File: config.mk
export PLATFORM = sky130hd
export DESIGN_NAME = spad_sp_port_ctrl
export DESIGN_NICKNAME = d
export VERILOG_FILES = /design/src/rtl/spad_ctrl_pkg.sv /design/src/rtl/spad_rd_fifo.sv /design/src/rtl/spad_sp_port_ctrl.sv
export SDC_FILE = /design/constraint.sdc
export NUM_CORES = 1
export LEC_CHECK = 0
export ABC_AREA = 0
export CAP_MARGIN = 20
export CORE_MARGIN = 2
export CORE_UTILIZATION = 42
export DETAILED_ROUTE_END_ITERATION = 12
export GPL_ROUTABILITY_DRIVEN = 0
export GPL_TIMING_DRIVEN = 0
export PLACE_DENSITY = 0.85
export RECOVER_POWER = 50
export SYNTH_ARGS = -nofsm -noshare
export SYNTH_HDL_FRONTEND = slang
export SYNTH_SLANG_ARGS = --single-unit
export TNS_END_PERCENT = 1
File: constraint.sdc
create_clock -name clk_i -period 3.6 [get_ports clk_i]
set_input_delay 1.08 -clock clk_i [delete_from_list [all_inputs] [get_ports clk_i]]
set_output_delay 1.08 -clock clk_i [all_outputs]
set_load 0.05 [all_outputs]
File: src/rtl/spad_ctrl_pkg.sv
// Shared types and constants for the single-port scratchpad port controller.
package spad_ctrl_pkg;

  typedef enum logic [1:0] {
    IDLE  = 2'd0,
    WRITE = 2'd1,
    READ  = 2'd2
  } state_t;

  localparam int unsigned RD_FIFO_DEPTH = 2;
  localparam int unsigned RD_CNT_W      = $clog2(RD_FIFO_DEPTH + 1);

endpackage

File: src/rtl/spad_rd_fifo.sv
// Small register FIFO that absorbs SPad read data so clients never see RAM latency.
module spad_rd_fifo
  import spad_ctrl_pkg::*;
#(
  parameter int unsigned DATA_WIDTH = 8
) (
  input  logic                  clk,
  input  logic                  rst_n,
  input  logic                  push,
  input  logic [DATA_WIDTH-1:0] push_data,
  input  logic                  pop,
  output logic [RD_CNT_W-1:0]   count,
  output logic [DATA_WIDTH-1:0] head
);

  localparam int unsigned PTR_W = (RD_FIFO_DEPTH > 1) ? $clog2(RD_FIFO_DEPTH) : 1;

  logic [DATA_WIDTH-1:0] mem [RD_FIFO_DEPTH];
  logic [PTR_W-1:0]      wr_ptr;
  logic [PTR_W-1:0]      rd_ptr;

  function automatic logic [PTR_W-1:0] ptr_inc(input logic [PTR_W-1:0] p);
    return (p == PTR_W'(RD_FIFO_DEPTH - 1)) ? '0 : p + PTR_W'(1);
  endfunction

  // Pointers and occupancy; push and pop may coincide.
  always_ff @(posedge clk or negedge rst_n) begin
    if (!rst_n) begin
      wr_ptr <= '0;
      rd_ptr <= '0;
      count  <= '0;
    end else begin
      if (push) wr_ptr <= ptr_inc(wr_ptr);
      if (pop)  rd_ptr <= ptr_inc(rd_ptr);
      count <= count + RD_CNT_W'(push) - RD_CNT_W'(pop);
    end
  end

  // Data storage needs no reset; occupancy gates its visibility.
  always_ff @(posedge clk) begin
    if (push) mem[wr_ptr] <= push_data;
  end

  assign head = mem[rd_ptr];

endmodule

File: src/rtl/spad_sp_port_ctrl.sv
// Burst controller for a single-port scratchpad: sequences addresses, arbitrates
// re/we and buffers read data behind a valid/ready stream.
module spad_sp_port_ctrl
  import spad_ctrl_pkg::*;
#(
  parameter int unsigned DATA_WIDTH = 8,
  parameter int unsigned ADDR_WIDTH = 10
) (
  input  logic                  clk_i,
  input  logic                  rst_ni,
  input  logic                  cmd_valid_i,
  output logic                  cmd_ready_o,
  input  logic                  cmd_we_i,
  input  logic [ADDR_WIDTH-1:0] cmd_addr_i,
  input  logic [ADDR_WIDTH-1:0] cmd_len_i,
  input  logic                  wdata_valid_i,
  output logic                  wdata_ready_o,
  input  logic [DATA_WIDTH-1:0] wdata_i,
  output logic                  rdata_valid_o,
  input  logic                  rdata_ready_i,
  output logic [DATA_WIDTH-1:0] rdata_o,
  output logic                  busy_o,
  output logic                  spad_re_o,
  output logic                  spad_we_o,
  output logic [ADDR_WIDTH-1:0] spad_addr_o,
  output logic [DATA_WIDTH-1:0] spad_data_o,
  input  logic [DATA_WIDTH-1:0] spad_data_i
);

  localparam int unsigned OCC_W = RD_CNT_W + 1;

  state_t                state;
  logic [ADDR_WIDTH-1:0] cur_addr;
  logic [ADDR_WIDTH-1:0] beats_left;
  logic                  inflight;
  logic                  pop;
  logic                  step;
  logic [RD_CNT_W-1:0]   fifo_count;
  logic [OCC_W-1:0]      occupancy;
  logic [DATA_WIDTH-1:0] fifo_head;

  // Words that will still be held after this cycle's pop; issue only if one slot stays free.
  assign pop       = rdata_valid_o && rdata_ready_i;
  assign occupancy = OCC_W'(fifo_count) + OCC_W'(inflight) - OCC_W'(pop);

  assign cmd_ready_o   = (state == IDLE);
  assign wdata_ready_o = (state == WRITE);
  assign spad_we_o     = (state == WRITE) && wdata_valid_i;
  assign spad_re_o     = (state == READ) && (occupancy < OCC_W'(RD_FIFO_DEPTH));
  assign spad_addr_o   = cur_addr;
  assign spad_data_o   = wdata_i;
  assign rdata_valid_o = (fifo_count != '0);
  assign rdata_o       = fifo_head;
  assign busy_o        = (state != IDLE) || inflight || rdata_valid_o;
  assign step          = spad_we_o || spad_re_o;

  always_ff @(posedge clk_i or negedge rst_ni) begin
    if (!rst_ni) begin
      state      <= IDLE;
      cur_addr   <= '0;
      beats_left <= '0;
      inflight   <= 1'b0;
    end else begin
      inflight <= spad_re_o;
      if (state == IDLE) begin
        if (cmd_valid_i) begin
          cur_addr   <= cmd_addr_i;
          beats_left <= cmd_len_i;
          state      <= cmd_we_i ? WRITE : READ;
        end
      end else if (step) begin
        cur_addr   <= cur_addr + ADDR_WIDTH'(1);
        beats_left <= beats_left - ADDR_WIDTH'(1);
        if (beats_left == '0) state <= IDLE;
      end
    end
  end

  spad_rd_fifo #(
    .DATA_WIDTH(DATA_WIDTH)
  ) u_rd_fifo (
    .clk      (clk_i),
    .rst_n    (rst_ni),
    .push     (inflight),
    .push_data(spad_data_i),
    .pop      (pop),
    .count    (fifo_count),
    .head     (fifo_head)
  );

endmodule

==> flow_summary.yaml <==
outcome:
  status: "finished with violations"
  violations: "setup timing"
placement:
  portBuffers: 65
  dp_slack_ns: -1.38
  place_area_mm2: 0.00314
  hpwl_um: 4070
synth:
  synth_edf_count: 16
  syn_area_mm2: 0.00233
  yosysMostFrequentCell: "dfrtp_1"
  synthCells: 215
  synth_top_family_by_area: "compound AO/OA/AOI/OAI gates"
  synth_warnings: 0
  synth.area.top_cells: "dfrtp_1 (29%), edfxtp_1 (21%), buf_4 (3.9%)"
  seq_area_frac_synth_pct: 49.5
  synth.distinct_cells: 54
  yosys.area_share.simple_pct: 14.0
  synth-xor-area-share_pct: 1.13
  synth_nets: 262
  postSynthAreaPerCell_um2: 10.9
  yosysTopAreaCellShare_pct: 28.9
  ys.flop_type: "dfrtp_1"
  synth-seq-cells: 43
  synthArstFlopShare_pct: 62.8
  synth_mux_area_share_pct: 5.14
  synthAdderAreaFrac_pct: 3.00
  synth_common_cells: "dfrtp_1 (27), edfxtp_1 (16), nor2_1 (15)"
  synth_compound_area_share_pct: 19.3
  yosys.area.top_type: "dfrtp_1"
setup_path:
  cp_data_required_time_ns: 2.52
  arrival_ns: 2.71
  path_class: "primary input to output port"
  cp-start-kind: "primary input"
  cp_max_fo: 2
  cp-end-kind: "output port"
worst_hold_path:
  min_path_type: "flip-flop to flip-flop"
layout:
  fin_area_mm2: 0.00325
  area_growth_pct: 39.3
  antennaDiodeCount: 0
  utilization_pct: 59.8
  drive_above_1_share_pct: 18.8
  fin_nets: 339
  fillers: 475
power_and_ir_drop:
  leakage_uw: 0.00125
  ir_worst_vdd_mv: 0.474
  power.density_mw_per_mm2: 766
timing:
  relSlewSlack_pct: 24.2
  holdWs_ns: 0.506
  min_period_over_period_pct: 105
  max_freq_mhz: 264
  rsz0062_at_grt: "true"
  tightest_slew_ns: 1.14
  worst_slack_ns: -0.192
  skew_ns: 0.0101
  hold_viol: 0
  setup_viol: 1
  fin_crit_ns: 3.79
  slew_violations: 0
route:
  via_per_inst: 5.56
  ant_nets: 0
  drtIter0Drc: 140
  drt-total-wl_um: 5680
  dr.pass1.iters: 4
  vias: 2029
  wl_per_cell_um: 15.6
  drc: 0
floorplan:
  die_h_um: 78.6
  io_pins: 74
  core_region_area_mm2: 0.00544
  start_util_pct: 42.9
  die-area_mm2: 0.00617
  die_w_um: 78.6
  num_rows: 27
clocking:
  clk_path_buf_depth: 2
  htreeDepth: 2
  clock-sinks: 43
  clk_pin_slew_ns: 0.08
  cts_made_buffers: 5
  cts_tree: "yes"
  clk_latency_ns: 0.31
  ctsRootBufferMaster: "clkbuf_8"
  postCtsHoldBufs: 0
grt:
  overflow: 0
  grt_pass1_vias: 2059
  antenna_found_initial: 0
  grt_max_degree: 20
  grt_pass1_wl_um: 9560
  grt_usage_pct: 19.6
run:
  max-cap-violations: 0
-- critical path: stages --
cell and delay (ns):
buf_6 0.09, and2_4 0.14, ha_4 0.25, inv_2 0.04
ha_4 0.15, fa_2 0.45, nor3b_4 0.20, and2_4 0.18
buf_8 0.14
-- path summary, 6_finish.rpt --
kind / start / to / slack (ns) / cells past startpoint
worst min register to register: u_rd_fifo.wr_ptr / u_rd_fifo.wr_ptr / 0.51 / 1
worst max register to register: u_rd_fifo.count[1] / spad_addr_o[2] / 0.59 / 14
worst max-delay path: rdata_ready_i / spad_re_o / -0.19 / 9
min in group asynchronous: rst_ni / spad_addr_o[1] / 1.12 / 1
worst min-delay path: u_rd_fifo.wr_ptr / u_rd_fifo.wr_ptr / 0.51 / 1
max in group asynchronous: rst_ni / u_rd_fifo.count[1] / 1.10 / 2
-- per-stage QoR --
step | std cells | TNS [ns] | power [uW]
6_report | 365 | -0.192 | 2490
5_1_grt | 365 | -0.249 | 2650
3_5_place_dp | 353 | -3.33 | 2140
2_1_floorplan | 215 | -0.188 | 1740
3_3_place_gp | 352 | -2.93 | 2110
4_1_cts | 365 | -0.254 | 2500
-- cells in the final DEF, fill, tap and decap left out, drive strengths merged, types with 2 or more instances in the layout --
master         instances
nand3                  7
nor2b                  2
nor2                  15
o211ai                 2
mux2i                  3
a31oi                  8
clkinvlp               2
o2bb2a                 3
and3                   4
dfrtp                 27
xor2                   3
dlygate4sd2            2
nand2                 14
a21oi                 15
o21ai                  3
inv                   11
dlygate4sd3            9
ha                     4
a32oi                  2
o22ai                  6
a22oi                  5
clkdlybuf4s50         52
nor4b                  2
clkbuf                 9
mux2                   8
buf                   24
o22a                   7
nor3                   5
edfxtp                16
and2                   4
-- kinds of logic (layout without fill, tap and decap cells) --
family | Yosys count | in the layout
flip-flops | 43 | 43
buffers and inverters | 31 | 109
adder cells (fa/ha/maj) | 5 | 5
multiplexers | 11 | 11
AND/OR/NAND/NOR | 60 | 60
XOR/XNOR | 3 | 3
AO/OA/AOI/OAI | 62 | 62
-- layer usage --
| metal | up-vias | track usage, % | share of wire (%) | routed length [um] |
|---|---|---|---|---|
| li1 | 950 | - | - | - |
| met1 | 955 | 26.1 | 42 | 2360 |
| met2 | 114 | 31.0 | 48 | 2730 |
| met3 | 10 | 4.37 | 9.0 | 514 |
| met4 | 0 | 7.72 | 1.4 | 77 |
| met5 | - | 0 | 0 | 0 |
-- what timing repair did --
| action | in CTS | in global routing |
|---|---|---|
| setup endpoints to repair | 3 | 1 |
| buffers inserted | 4 | 0 |
| pin swaps | 3 | 0 |
| resized for setup | 15 | 1 |
-- power breakdown --
part / internal (uW) / leakage (uW) / switching, uW
logic: 546 / 0.000770 / 815
clock network: 139 / 0.0000408 / 179
registers: 662 / 0.000443 / 151
total: 1350 / 0.00125 / 1150
-- final cells by class --
class	count	area [um2]	share of cell area [%]
multi-input combinational	141	1040	32.0
clock inverter	3	23.8	0.731
buffer	21	144	4.42
clock buffer	5	68.8	2.12
tap	72	90.1	2.77
sequential	43	1160	35.6
timing repair buffer	70	688	21.2
inverter	10	40.0	1.23
-- state kept, by name (all words and copies together), names as in the netlist --
signal and cells:
spad_addr_o 10, state 2, u_rd_fifo.rd_ptr 1, inflight 1, u_rd_fifo.mem 16, beats_left 10
u_rd_fifo.count 2, u_rd_fifo.wr_ptr 1
Power figures use the tool's default switching activity.
